File: config.mk
export PLATFORM = sky130hd
export DESIGN_NAME = mem_access_stage
export DESIGN_NICKNAME = d
export VERILOG_FILES = /design/src/rtl/mem_stage_pkg.sv /design/src/rtl/mem_tmo_cnt.sv /design/src/rtl/mem_access_stage.sv
export SDC_FILE = /design/constraint.sdc
export NUM_CORES = 1
export LEC_CHECK = 0
export BUFFER_PORTS_ARGS = -buffer_cell sky130_fd_sc_hd__buf_2
export CAP_MARGIN = 20
export CORE_AREA = 4 4 187 98
export DETAILED_ROUTE_END_ITERATION = 6
export DIE_AREA = 0 0 191 102
export PLACE_DENSITY = 0.74
export REMOVE_ABC_BUFFERS = 1
export SLEW_MARGIN = 15
export SYNTH_ARGS = -nofsm -noshare
export SYNTH_HDL_FRONTEND = slang
export SYNTH_HIERARCHICAL = 1
export SYNTH_SLANG_ARGS = --single-unit
File: constraint.sdc
create_clock -name Clk -period 3.7 [get_ports Clk]
set_input_delay 0.555 -clock Clk [delete_from_list [all_inputs] [get_ports Clk]]
set_output_delay 0.555 -clock Clk [all_outputs]
set_load 0.01 [all_outputs]
File: src/rtl/mem_stage_pkg.sv
// Shared definitions for the MEM pipeline stage.
//   state_t     : access FSM encoding (IDLE/REQ/WAIT/DONE), also exported on the debug port
//   TMO_CYC_DEF : default bus timeout in cycles spent in REQ+WAIT
//   TMO_CNT_W   : width of the timeout counter (limits TMO_CYC to 1..255)
package mem_stage_pkg;

    typedef enum logic [1:0] {
        ST_IDLE = 2'd0,
        ST_REQ  = 2'd1,
        ST_WAIT = 2'd2,
        ST_DONE = 2'd3
    } state_t;

    localparam int TMO_CYC_DEF = 255;
    localparam int TMO_CNT_W   = 8;

endpackage

File: src/rtl/mem_tmo_cnt.sv
// Bus timeout counter for the MEM stage.
// Ports:
//   Clk, Rst_n : clock, asynchronous active-low reset
//   i_clr      : zero the count (asserted on the cycle that enters REQ)
//   i_en       : count this cycle (asserted while in REQ or WAIT)
//   o_expire   : this is the TMO_CYC-th enabled cycle since the last clear
module mem_tmo_cnt
    import mem_stage_pkg::*;
#(
    parameter int TMO_CYC = TMO_CYC_DEF
) (
    input  logic Clk,
    input  logic Rst_n,
    input  logic i_clr,
    input  logic i_en,
    output logic o_expire
);

    localparam logic [TMO_CNT_W-1:0] LAST = TMO_CNT_W'(TMO_CYC - 1);

    logic [TMO_CNT_W-1:0] r_cnt;

    // Saturates so a completion on the expiry cycle cannot wrap the count.
    always_ff @(posedge Clk or negedge Rst_n) begin
        if (!Rst_n) begin
            r_cnt <= '0;
        end else if (i_clr) begin
            r_cnt <= '0;
        end else if (i_en && (r_cnt != '1)) begin
            r_cnt <= r_cnt + 1'b1;
        end
    end

    // The count equals k-1 during the k-th enabled cycle after a clear.
    assign o_expire = i_en && (r_cnt >= LAST);

endmodule

File: src/rtl/mem_access_stage.sv
// MEM stage of the 5-stage pipeline. Takes the EX/MEM register outputs, performs
// loads/stores on a variable-latency data memory (req/gnt/rvalid), stalls the pipeline
// while an access is outstanding and registers the MEM/WB values.
// Ports:
//   Clk, Rst_n                       : clock, asynchronous active-low reset
//   MemR_EX, MemW_EX, Mem2R_EX,
//   RegW_EX, aluDataOut_EX,
//   MEM_rfDataOut2, EX_rfWeSel       : EX/MEM register contents
//   dm_req/dm_we/dm_addr/dm_wdata    : memory request, held stable until dm_gnt
//   dm_gnt, dm_rvalid, dm_rdata      : memory grant and read return
//   MemStall                         : combinational freeze of PC .. EX/MEM
//   RegW_MEM, Mem2R_MEM, aluDataOut_MEM,
//   MemDataOut_MEM, MEM_rfWeSel      : MEM/WB register
//   MemErr                           : one-cycle error pulse (timeout or misalign trap)
//   dbg_state                        : current FSM state (state_t encoding)
// Build option: define MEM_MISALIGN_TRAP_EN to trap accesses with addr[1:0] != 0;
// otherwise the low address bits are dropped and the access proceeds.
// Memory handshake: dm_req stays high with dm_we/dm_addr/dm_wdata unchanged until the
// cycle dm_gnt is seen high; dm_rvalid is only honoured in WAIT (cycle after gnt or later).
module mem_access_stage
    import mem_stage_pkg::*;
#(
    parameter int DATA_W  = 32,
    parameter int TMO_CYC = TMO_CYC_DEF
) (
    input  logic              Clk,
    input  logic              Rst_n,
    input  logic              MemR_EX,
    input  logic              MemW_EX,
    input  logic              Mem2R_EX,
    input  logic              RegW_EX,
    input  logic [DATA_W-1:0] aluDataOut_EX,
    input  logic [DATA_W-1:0] MEM_rfDataOut2,
    input  logic [4:0]        EX_rfWeSel,
    output logic              dm_req,
    output logic              dm_we,
    output logic [DATA_W-1:0] dm_addr,
    output logic [DATA_W-1:0] dm_wdata,
    input  logic              dm_gnt,
    input  logic              dm_rvalid,
    input  logic [DATA_W-1:0] dm_rdata,
    output logic              MemStall,
    output logic              RegW_MEM,
    output logic              Mem2R_MEM,
    output logic [DATA_W-1:0] aluDataOut_MEM,
    output logic [DATA_W-1:0] MemDataOut_MEM,
    output logic [4:0]        MEM_rfWeSel,
    output logic              MemErr,
    output logic [1:0]        dbg_state
);

    state_t              r_state;
    logic                r_req, r_we, r_tmo, r_err;
    logic [DATA_W-1:0]   r_addr, r_wdata, r_rdata;
    logic                r_regw, r_mem2r;
    logic [DATA_W-1:0]   r_alu, r_mdata;
    logic [4:0]          r_rd;

    logic                w_mem_op, w_trap, w_expire, w_tmo_clr, w_tmo_en;
    logic [DATA_W-1:0]   w_addr;

    assign w_mem_op = MemR_EX | MemW_EX;

`ifdef MEM_MISALIGN_TRAP_EN
    assign w_trap = w_mem_op && (aluDataOut_EX[1:0] != 2'b00);
    assign w_addr = aluDataOut_EX;
`else
    assign w_trap = 1'b0;
    assign w_addr = {aluDataOut_EX[DATA_W-1:2], 2'b00};
`endif

    assign w_tmo_clr = (r_state == ST_IDLE) && w_mem_op && !w_trap;
    assign w_tmo_en  = (r_state == ST_REQ) || (r_state == ST_WAIT);

    mem_tmo_cnt #(
        .TMO_CYC (TMO_CYC)
    ) u_tmo_cnt (
        .Clk      (Clk),
        .Rst_n    (Rst_n),
        .i_clr    (w_tmo_clr),
        .i_en     (w_tmo_en),
        .o_expire (w_expire)
    );

    always_ff @(posedge Clk or negedge Rst_n) begin
        if (!Rst_n) begin
            r_state <= ST_IDLE;
            r_req   <= 1'b0;
            r_we    <= 1'b0;
            r_tmo   <= 1'b0;
            r_err   <= 1'b0;
            r_addr  <= '0;
            r_wdata <= '0;
            r_rdata <= '0;
            r_regw  <= 1'b0;
            r_mem2r <= 1'b0;
            r_alu   <= '0;
            r_mdata <= '0;
            r_rd    <= '0;
        end else begin
            r_err <= 1'b0;
            case (r_state)
                ST_IDLE: begin
                    if (w_trap) begin
                        r_err   <= 1'b1;
                        r_regw  <= 1'b0;
                        r_mem2r <= 1'b0;
                    end else if (w_mem_op) begin
                        // Store wins when both MemR and MemW are set.
                        r_we    <= MemW_EX;
                        r_addr  <= w_addr;
                        r_wdata <= MEM_rfDataOut2;
                        r_req   <= 1'b1;
                        r_tmo   <= 1'b0;
                        r_regw  <= 1'b0;
                        r_mem2r <= 1'b0;
                        r_state <= ST_REQ;
                    end else begin
                        r_regw  <= RegW_EX;
                        r_mem2r <= Mem2R_EX;
                        r_alu   <= aluDataOut_EX;
                        r_rd    <= EX_rfWeSel;
                    end
                end
                ST_REQ: begin
                    r_regw  <= 1'b0;
                    r_mem2r <= 1'b0;
                    if (dm_gnt) begin
                        r_req   <= 1'b0;
                        r_state <= r_we ? ST_DONE : ST_WAIT;
                    end else if (w_expire) begin
                        r_req   <= 1'b0;
                        r_tmo   <= 1'b1;
                        r_err   <= 1'b1;
                        r_state <= ST_DONE;
                    end
                end
                ST_WAIT: begin
                    r_regw  <= 1'b0;
                    r_mem2r <= 1'b0;
                    if (dm_rvalid) begin
                        r_rdata <= dm_rdata;
                        r_state <= ST_DONE;
                    end else if (w_expire) begin
                        r_tmo   <= 1'b1;
                        r_err   <= 1'b1;
                        r_state <= ST_DONE;
                    end
                end
                ST_DONE: begin
                    // EX/MEM still holds the memory instruction; it advances at this edge.
                    r_regw  <= RegW_EX && !r_tmo;
                    r_mem2r <= Mem2R_EX;
                    r_alu   <= aluDataOut_EX;
                    r_rd    <= EX_rfWeSel;
                    if (r_tmo) begin
                        r_mdata <= '0;
                    end else if (!r_we) begin
                        r_mdata <= r_rdata;
                    end
                    r_state <= ST_IDLE;
                end
                default: r_state <= ST_IDLE;
            endcase
        end
    end

    // Gated by reset so the stall releases immediately when reset is asserted.
    assign MemStall = Rst_n && (((r_state == ST_IDLE) && w_mem_op && !w_trap) ||
                                (r_state == ST_REQ) || (r_state == ST_WAIT));

    assign dm_req         = r_req;
    assign dm_we          = r_we;
    assign dm_addr        = r_addr;
    assign dm_wdata       = r_wdata;
    assign RegW_MEM       = r_regw;
    assign Mem2R_MEM      = r_mem2r;
    assign aluDataOut_MEM = r_alu;
    assign MemDataOut_MEM = r_mdata;
    assign MEM_rfWeSel    = r_rd;
    assign MemErr         = r_err;
    assign dbg_state      = r_state;

endmodule

# Yosys cells after proc, flatten, opt, wreduce, memory -nomap -nowiden

Index checks and enable logic that the tools add are counted.

Register bits after elaboration: 179
Input port bits: 109
Output and inout port bits: 141
Word-level logic and storage cells: 79

$add $sub $neg: 1
Order comparisons: 1
Eq/ne operators: 10
Muxes and demuxes: 31
Bitwise gates (word level): 1
Reductions and logical operators: 21

Operators by type and width:

| operator                                            | number |
|---|---|
| 2-to-1 mux 32 bit                                   | 3 |
| one-hot mux 32 bit (2 select lines)                 | 1 |
| 2-to-1 mux 8 bit                                    | 2 |
| 2-to-1 mux 1 bit                                    | 13 |
| one-hot mux 5 bit (2 select lines)                  | 1 |
| one-hot mux 1 bit (3 select lines)                  | 3 |
| adder 8 x 1 -> 8 bit, second input constant         | 1 |
| >= comparator 8 bit, second input constant          | 1 |
| 2-to-1 mux 2 bit                                    | 4 |
| != test 2 bit, second input constant                | 4 |
| != test 8 bit, second input constant                | 1 |
| one-hot mux 2 bit (4 select lines)                  | 1 |
| AND reduction 2 bit                                 | 4 |
| nonzero test 2 bit                                  | 3 |
| logical AND 1 bit                                   | 5 |
| 2-to-1 mux 5 bit                                    | 1 |
| equality test 2 bit, second input constant          | 2 |
| one-hot mux 1 bit (2 select lines)                  | 2 |
| AND reduction 4 bit                                 | 1 |
| logical OR 1 bit                                    | 3 |
| != test 3 x 2 -> 1 bit, second input constant       | 1 |
| AND reduction 3 bit                                 | 1 |
| nonzero test 3 bit                                  | 1 |
| equality test 2 x 1 -> 1 bit, second input constant | 1 |
| 5 further kinds                                     | 5 |

# Longest topological paths before layout

Gate-level depths: netlist of the first run.

Depth in word-level cells: 6
Depth in mapped cells: 9
Depth with buffers taken out: 7

# By module

The synthesis of the first run kept the hierarchy.

By module, submodules not included:

| module           | instances | cells an instance | area an instance (µm²) | seq. area each (µm²) |
|---|---|---|---|---|
| mem_access_stage | 1         | 567               | 6924.1                 | 4279.1 |
| mem_tmo_cnt      | 1         | 52                | 491.7                  | 200.2 |

# Worst setup path after synthesis of the first run

Ideal clock, no wire load.

Kind: flip-flop to output port
Start point: register r_state[0] (netlist: dbg_state[0])
End point: output MemStall
Data arrival time: 1.477 ns
Required time: 3.145 ns
Path slack: 1.668 ns
Stages on the path, launching flop included: 7
Buffers on the path: 1
Cells stage by stage: dfrtp_1 inv_1 ha_1 o21ai_2 inv_1 buf_2 o31a_1

Word-level cells in the longest chain between the ends: 5
Elaborated cells between the ends (all ways): 7
Classes of those cells: eq/ne (2); reduce/logical (5)

RTL lines:

| item                   | RTL line                | RTL |
|---|---|---|
| start, declared        | mem_access_stage.sv:52  | `state_t r_state;` |
| start signal, assigned | mem_access_stage.sv:130 | `r_state <= r_we ? ST_DONE : ST_WAIT;` |
| logical NOT 2 bit      | mem_access_stage.sv:169 | `assign MemStall = Rst_n && (((r_state == ST_IDLE) && w_mem_op && !w_trap) \|\|` |
| logical AND 1 bit      | mem_access_stage.sv:169 |  |
| logical OR 1 bit       | mem_access_stage.sv:169 |  |
| logical OR 1 bit (*)   | mem_access_stage.sv:170 | `(r_state == ST_REQ) \|\| (r_state == ST_WAIT));` |
| logical AND 1 bit (*)  | mem_access_stage.sv:169 |  |
| end, declared          | mem_access_stage.sv:42  | `output logic MemStall,` |

Every way passes the cells marked *; elsewhere a longest branch is shown, timed or not.

# Worst setup path after layout of the first run

Ends and elaborated chain as after synthesis.

==> results of run 1 <==
per-stage QoR:
stage                     util, %  total power [mW]
after detailed placement     52.6              6.74
after floorplan                 -              5.35
after global placement       52.6              6.61
final                        56.1              8.46
after CTS                    56.1              8.59
after global routing         56.1              9.06
Yosys cell counts, types with 3 or more instances:
library cell,count,share of area [%]
buf_2,12,0.81
mux2_2,73,11
nand3_1,5,0.34
nor2b_1,35,3.0
o21ai_0,6,0.40
nor2_1,5,0.25
a31oi_1,4,0.34
nor3_1,3,0.20
buf_6,3,0.46
clkbuf_1,11,0.56
nand2_1,192,9.7
mux2_4,30,6.1
inv_1,12,0.61
dfrtp_1,179,60
a21oi_1,4,0.27
ha_1,9,1.5
kinds of logic after synthesis:
| family | after synthesis | share of synthesized area, % |
|---|---|---|
| AO/OA/AOI/OAI | 33 | 3.17 |
| adder cells (fa/ha/maj) | 9 | 1.52 |
| buffers and inverters | 41 | 2.68 |
| flip-flops | 179 | 60.4 |
| multiplexers | 103 | 17.2 |
| other | 1 | 0.0506 |
| AND/OR/NAND/NOR | 253 | 15.0 |
layer usage:
layer	wire length, um	GRT usage, %	vias up
met2	8150	29.3	136
met3	979	4.98	18
met5	11	0	-
met4	155	4.30	2
li1	-	-	2532
met1	8900	27.2	2638
how the worst min path moves through the flow:
| stage | end | slack, ns |
|---|---|---|
| after floorplan | MEM_rfWeSel[0]$_DFFE_PN0P_ | 0.26 |
| after global placement | dm_wdata[5]$_DFFE_PN0P_ | 0.45 |
| after detailed placement | dm_wdata[17]$_DFFE_PN0P_ | 0.46 |
| after CTS | dm_wdata[0]$_DFFE_PN0P_ | 0.29 |
| after global routing | dm_wdata[6]$_DFFE_PN0P_ | 0.31 |
| final | r_rdata[6]$_DFFE_PN0P_ | 0.32 |
critical path, delay by kind of cell, from the launching register on:
kind,cells,cell delay (ns)
compound gates,2,0.27
buf+inv,3,0.71
flops,1,0.45
fa+ha+maj,1,0.31
cell type report:
type	count	area [um2]
Inverter	12	45.0
Sequential cell	179	4480
Clock buffer	18	439
Multi-Input combinational cell	400	2760
Clock inverter	13	151
Timing Repair Buffer	254	1310
Tap cell	234	293
Fill cell	1469	7410
registers in the layout (all words and copies together), names as in the netlist:
name             flops
Mem2R_MEM            1
MEM_rfWeSel          5
dm_req               1
MemErr               1
dm_we                1
RegW_MEM             1
aluDataOut_MEM      32
MemDataOut_MEM      32
r_tmo                1
dm_addr             30
dbg_state            2
r_rdata             32
u_tmo_cnt/r_cnt      8
dm_wdata            32
where the power goes:
part           internal [mW]  switching (mW)
Combinational           1.58            1.71
Sequential              2.88           0.486
Clock                   1.02           0.779
==> flow_summary_export.csv, run 1 <==
group,metric,value,unit
drt,wire_per_inst,16.4,um
setup_path,cp-start-kind,"flop",
timing,fmax,0.370,GHz
place,place_ws,1.39,ns
power,ir_drop,0.377,mV
timing,tns,0,ns
timing,holdWs,0.319,ns
grt,grt_overflow,0,
clock_tree,cts-htree-levels,4,
grt,grt_max_degree,180,
setup_path,cp-startpoint,"dbg_state[0]$_DFFE_PN0P_",
power,power_density,893,mW/mm2
setup_path,r2r-start,"dbg_state[0]$_DFFE_PN0P_",
synthesis,yosysUniqueCellTypes,47,
setup_path,critical_path.endpoint_type,"output port",
synthesis,synth.cell_area,0.00742,mm2
setup_path,slowest_delay,0.45,ns
clock_tree,clock_path_buffers,2,
setup_path,arrival,2.15,ns
outcome,status,"finished clean",
place,place.gp.congestion,0.766,
place,port-buffer-count,247,
finish,layout_common_cells,"246 x buf_2, 192 x nand2_1, 179 x dfrtp_1, 73 x mux2_2, 35 x nor2b_1",
clock_tree,clk_pin_slew,0.06,ns
finish,final_common_cell,"buf_2",
place,dpl.cell_count,1079,
die,die_h,102,um
job,drv_cap,0,
setup_path,worstPathMaxFanout,28,
clock_tree,cts_setup_buffers,0,
drt,vias_per_cell,4.80,
clock_tree,clkLatencyLatePin,0.42,ns
setup_path,cp-endpoint,"MemStall",
finish,fin_area,0.00948,mm2
timing,rsz0062_at_grt,"no",
clock_tree,post_cts_resized,0,
die,start_util,43.9,%
drt,drc,0,
setup_path,r2r_cells,7,
clock_tree,cts_made_buffers,17,
die,core-area,0.0169,mm2
die,die_area,0.0195,mm2
timing,maxSlewViolCount,0,
finish,drive_above_1_share,45.4,%
die,rows,34,
setup_path,reg2reg_to,"dbg_state[1]$_DFFE_PN0P_",
grt,grt_antenna_before_repair,1,
drt,routed_wl,18200,um
min_path,min_path_type,"input pin to async pin",
synthesis,ys_warn_count,6,
setup_path,cp_slowest_cell,"dfrtp_1",
setup_path,path_class,"flop to output port",
synthesis,synthArstFlopShare,100,%
clock_tree,cts-root-buf,"clkbuf_16",
finish,layout.nets,982,
timing,setup_ws,0.995,ns
setup_path,rrSetupSlack,1.39,ns
timing,period_minus_slack,2.70,ns
place,hpwl,12900,um
drt,detail-route-antenna-nets,0,
die,pin_count,250,
drt,drtIter0Drc,226,
synthesis,synth_edf_count,0,
drt,vias,5326,
finish,syn2layout_area_growth,27.8,%
finish,fin_cells,1110,
timing,worst_slew_pin_slew,0.930,ns
grt,grt_pass1_wl,28900,um
timing,period_share,73.1,%
timing,setup_viol,0,
synthesis,synth-main-ff-cell,"dfrtp_1",
synthesis,syn_avg_cell_area,12.0,um2
timing,slew_headroom,38.0,%
timing,fin_worst_skew,0.0148,ns
grt,grt_pass1_vias,5339,
drt,dr.pass1.iters,4,
timing,finalHoldViolations,0,
power,p_leak,5.04,nW
place,dpl_cell_area,0.00888,mm2
clock_tree,cts_tree,"done",
clock_tree,postCtsHoldBufs,0,
finish,diodes,0,
setup_path,path_cells,"inv_1 -> ha_1 -> o21ai_4 -> inv_2 -> o31a_1 -> buf_2",
synthesis,synthCells,619,
setup_path,worstPathRequired,3.14,ns
synthesis,ys_ff_latch,179,
die,die_x,191,um
synthesis,ys_seq_area_share,60.4,%
clock_tree,clkSinkCount,179,
grt,gr-usage-all-layers,18.9,%
Power figures use the tool's default switching activity.
==> run 2, diff against run 1 <==
clock period = 2.5 ns   (was 3.7 ns; I/O delays follow)
==> run 2 against run 1 <==
Clock power rose by 45%. Worst hold slack got worse by 0.18 ns. Largest cell class unchanged. Sequential share of layout area fell by 0.29 points. Largest power group unchanged. Wire length rose by 0.74%. Die area did not move.
==> flow_summary_export.csv, run 2 (synthesis gave the netlist of run 1 again) <==
group,metric,value,unit
setup_path,arrival,1.98,ns
setup_path,r2r_cells,7,
setup_path,r2r-start,"dbg_state[0]$_DFFE_PN0P_",
timing,period_share,94.3,%
drt,dr.pass1.iters,4,
clock_tree,clock_path_buffers,2,
grt,grt_antenna_before_repair,1,
power,power_density,1320,mW/mm2
grt,busiest_layer,"met2",
timing,setup_ws,0.141,ns
grt,grt_pass1_vias,5239,
grt,met2_usage,28.1,%
timing,fin_worst_skew,0.00965,ns
setup_path,rrSetupSlack,0.45,ns
finish,drive_above_1_share,45.6,%
timing,rsz0062_at_grt,"no",
timing,period_minus_slack,2.36,ns
place,port-buffer-count,247,
job,drv_cap,0,
min_path,worst_hold_path.endpoint,"dm_wdata[14]$_DFFE_PN0P_",
timing,setup_viol,0,
clock_tree,cts_tree,"done",
setup_path,path_cells,"inv_1 -> ha_1 -> o21ai_4 -> inv_2 -> o31a_1 -> buf_2",
grt,met3_usage,5.09,%
drt,drc,0,
setup_path,worstPathRequired,2.12,ns
die,pin_count,250,
timing,holdWs,0.139,ns
timing,slew_headroom,50.0,%
die,die_x,191,um
drt,wire_per_inst,16.4,um
drt,drtIter0Drc,308,
drt,vias,5352,
place,place.gp.congestion,0.853,
place,place_ws,0.463,ns
place,hpwl,13300,um
clock_tree,clkSinkCount,179,
timing,maxSlewViolCount,0,
die,rows,34,
setup_path,worstPathMaxFanout,11,
setup_path,crit_cells,6,
grt,grt_max_degree,101,
die,start_util,43.9,%
clock_tree,cts-htree-levels,4,
finish,layout.nets,988,
clock_tree,cts_setup_buffers,0,
clock_tree,clk_pin_slew,0.07,ns
setup_path,crit_buf_inv,3,
power,ir_drop,0.595,mV
setup_path,path_class,"flop to output port",
clock_tree,clkLatencyLatePin,0.42,ns
die,core-area,0.0169,mm2
min_path,min_path_type,"input pin to flop",
die,die_h,102,um
grt,gr-usage-all-layers,18.8,%
grt,grt_overflow,0,
timing,worst_slew_pin_slew,0.747,ns
die,die_area,0.0195,mm2
timing,finalHoldViolations,0,
power,p_leak,5.08,nW
timing,fmax,0.424,GHz
setup_path,critical_path.endpoint_type,"output port",
setup_path,slowest_delay,0.46,ns
min_path,hold_depth,3,
min_path,hp-start,"MEM_rfDataOut2[14]",
setup_path,cpLargestDelayFamily,"flip-flops",
drt,routed_wl,18300,um
grt,use_met1,27.8,%
setup_path,cp-startpoint,"dbg_state[0]$_DFFE_PN0P_",
drt,detail-route-antenna-nets,0,
clock_tree,cts_made_buffers,17,
finish,final_common_cell,"buf_2",
grt,grt_pass1_wl,28700,um
setup_path,cp-start-kind,"flop",
clock_tree,cts-root-buf,"clkbuf_16",
finish,syn2layout_area_growth,28.6,%
finish,layout_common_cells,"246 x buf_2, 192 x nand2_1, 179 x dfrtp_1, 73 x mux2_2, 35 x nor2b_1",
outcome,status,"finished clean",
setup_path,reg2reg_to,"dbg_state[1]$_DFFE_PN0P_",
finish,diodes,0,
setup_path,cp_slowest_cell,"dfrtp_1",
drt,vias_per_cell,4.79,
run 2: cell types whose count changed in the layout (fill, tap and decap cells not counted):
| cell | before | now |
|---|---|---|
| clkbuf_8 | 1 | 2 |
| inv_6 | 2 | 4 |
| clkinvlp_4 | 3 | 2 |
| dlygate4sd3_1 | 0 | 1 |
| inv_8 | 1 | 0 |
| clkbuf_1 | 0 | 1 |
| bufinv_16 | 2 | 1 |
| buf_12 | 1 | 3 |
| buf_4 | 6 | 9 |
run 2: what timing repair did:
item                                   CTS  global route
resized for setup                        0             0
setup endpoints to repair                0             0
endpoints found under the hold margin   29             0
hold buffers                             1             0
run 2: metrics by stage:
stage	util, %	total power [mW]	instance area [um2]	setup TNS [ns]	instances
after global routing	56.5	13.4	9530	0	1117
after CTS	56.5	12.7	9530	0	1117
final	56.5	12.6	9530	0	1117
after detailed placement	53.0	10.1	8950	0	1084
after floorplan	-	7.92	7270	-60.59	591
after global placement	53.0	9.87	8950	0	1084
run 2: cell type report:
cell class / instances / area [um2]
fill: 1458 / 7350
sequential: 179 / 4480
multi-input combinational: 400 / 2760
timing repair buffer: 260 / 1380
clock buffer: 20 / 457
tap: 234 / 293
clock inverter: 12 / 120
inverter: 12 / 45.0
run 2: how the worst max path moves through the flow:
stage | endpoint | slack [ns]
after floorplan | MemStall | -1.19
after global placement | aluDataOut_MEM[31]$_DFFE_PN0P_ | 0.53
after detailed placement | MEM_rfWeSel[2]$_DFFE_PN0P_ | 0.46
after CTS | MemStall | 0.11
after global routing | MemStall | 0.01
final | MemStall | 0.14
run 2: report_power, final:
part	switching (mW)	internal, mW
registers	0.722	4.26
logic	2.54	2.41
clock network	1.17	1.45
run 2: tightest hold or removal path: cells and delay by family:
family,cells,cell delay [ns]
AND/OR/NAND/NOR,2,0.08
buffers and inverters,1,0.07
run 2: per-layer routing:
| layer | vias up | share of wire (%) |
|---|---|---|
| met2 | 156 | 43 |
| met5 | - | 0.071 |
| met4 | 2 | 0.76 |
| met3 | 15 | 6.4 |
| li1 | 2537 | - |
| met1 | 2642 | 49 |
==> run 3, diff against run 2 <==
--- a/constraint.sdc
+++ b/constraint.sdc
@@ -3,2 +3,2 @@
 set_output_delay 0.375 -clock Clk [all_outputs]
-set_load 0.01 [all_outputs]
+set_load 0.005 [all_outputs]
==> run 3 against run 2 <==
Final cell count decreased by 0.45%. Sequential power about the same. Largest power group unchanged. Cell area about the same. Wire length increased by 1.3%. Combinational power decreased by 8.7%. First-iteration DRC count increased by 0.97%.
==> flow_summary_export.csv, run 3 (synthesis gave the netlist of run 1 again) <==
group,metric,value,unit
setup_path,rrSetupSlack,0.45,ns
outcome,status,"finished clean",
finish,diodes,0,
drt,drtIter0Drc,311,
grt,grt_pass1_wl,29100,um
die,die_area,0.0195,mm2
clock_tree,clk_pin_slew,0.07,ns
grt,gr-usage-all-layers,19.1,%
clock_tree,cts_made_buffers,17,
drt,vias_per_cell,4.81,
clock_tree,post_cts_resized,0,
setup_path,r2r-start,"dbg_state[0]$_DFFE_PN0P_",
die,core-area,0.0169,mm2
clock_tree,postCtsHoldBufs,0,
place,port-buffer-count,247,
grt,grt_max_degree,180,
drt,dr.pass1.iters,7,
setup_path,reg2reg_to,"MEM_rfWeSel[1]$_DFFE_PN0P_",
setup_path,critical_path.endpoint_type,"output port",
grt,grt_overflow,0,
power,power,12.3,mW
finish,drive_above_1_share,45.4,%
timing,fmax,0.450,GHz
drt,wire_per_inst,16.7,um
power,power_density,1290,mW/mm2
grt,grt_pass1_vias,5262,
finish,layout_common_cells,"246 x buf_2, 192 x nand2_1, 179 x dfrtp_1, 73 x mux2_2, 35 x nor2b_1",
setup_path,worstPathRequired,2.12,ns
finish,final_common_cell,"buf_2",
finish,layout.nets,984,
setup_path,cp-start-kind,"flop",
clock_tree,clkLatencyLatePin,0.42,ns
setup_path,worstPathMaxFanout,6,
finish,fin_cells,1112,
setup_path,path_class,"flop to output port",
setup_path,r2r_cells,6,
timing,fin_worst_skew,0.0114,ns
timing,tns,0,ns
drt,drc,0,
clock_tree,cts-htree-levels,4,
timing,maxSlewViolCount,0,
power,ir_drop,0.671,mV
clock_tree,clock_path_buffers,2,
place,hpwl,13100,um
timing,slew_headroom,31.7,%
finish,syn2layout_area_growth,28.4,%
place,place.gp.congestion,0.844,
job,drv_cap,0,
timing,period_share,88.9,%
timing,setup_viol,0,
die,die_x,191,um
drt,routed_wl,18600,um
timing,finalHoldViolations,0,
die,die_h,102,um
timing,worst_slew_pin_slew,1.03,ns
die,pin_count,250,
timing,rsz0062_at_grt,"no",
die,start_util,43.9,%
min_path,min_path_type,"input pin to async pin",
drt,vias,5345,
timing,period_minus_slack,2.22,ns
setup_path,arrival,1.85,ns
clock_tree,cts-root-buf,"clkbuf_16",
clock_tree,cts_tree,"done",
drt,detail-route-antenna-nets,0,
clock_tree,cts_setup_buffers,0,
grt,grt_antenna_before_repair,1,
place,dpl.cell_count,1081,
power,p_leak,5.07,nW
clock_tree,clkSinkCount,179,
die,rows,34,
finish,utilization,56.4,%
==> run 3: cell type report <==
| type | count | area, um2 |
|---|---|---|
| fillers | 1465 | 7360 |
| flip-flops and latches | 179 | 4480 |
| multi-input cells | 400 | 2760 |
| repair buffers | 256 | 1350 |
| clock buffers | 18 | 429 |
| well taps | 234 | 293 |
| clock inverters | 13 | 171 |
| inverters | 12 | 45.0 |
==> run 3: worst max-delay path by stage <==
stage,from,endpoint,cells after the start
after floorplan,MemW_EX,MemStall,3
after global placement,dbg_state[0]$_DFFE_PN0P_,aluDataOut_MEM[31]$_DFFE_PN0P_,6
after detailed placement,dbg_state[0]$_DFFE_PN0P_,MEM_rfWeSel[1]$_DFFE_PN0P_,6
after CTS,dbg_state[0]$_DFFE_PN0P_,MemStall,6
after global routing,dbg_state[1]$_DFFE_PN0P_,MemStall,6
final,dbg_state[0]$_DFFE_PN0P_,MemStall,6
==> run 3: critical path, cell delays in order (launching register included) <==
cell and delay [ns]:
dfrtp_1 0.45, inv_1 0.14, ha_1 0.31, o21ai_4 0.09, inv_2 0.08, o31a_1 0.24
buf_2 0.13
==> run 3: per-stage QoR <==
stage	setup WS (ns)	hold slack (ns)	area, um2
finish	0.278	0.0675	9530
global route	0.166	0.127	9530
CTS	0.262	0.114	9530
detailed placement	0.456	0.456	8920
global placement	0.542	0.451	8920
floorplan	-1.17	0.0794	7270
==> run 3: power breakdown <==
part | switching, mW | total [mW] | leakage (nW) | internal (mW)
clock | 1.17 | 2.76 | 0.289 | 1.59
combinational | 2.15 | 4.53 | 2.59 | 2.38
sequential | 0.728 | 4.99 | 2.19 | 4.26
total | 4.05 | 12.3 | 5.07 | 8.23
==> run 3: metal layers <==
| metal | up-vias | track usage (%) | share of wire, % |
|---|---|---|---|
| met3 | 11 | 4.98 | 6.3 |
| met2 | 158 | 28.3 | 44 |
| li1 | 2523 | - | - |
| met5 | - | 0 | 0.070 |
| met4 | 2 | 3.92 | 0.40 |
| met1 | 2651 | 28.5 | 49 |
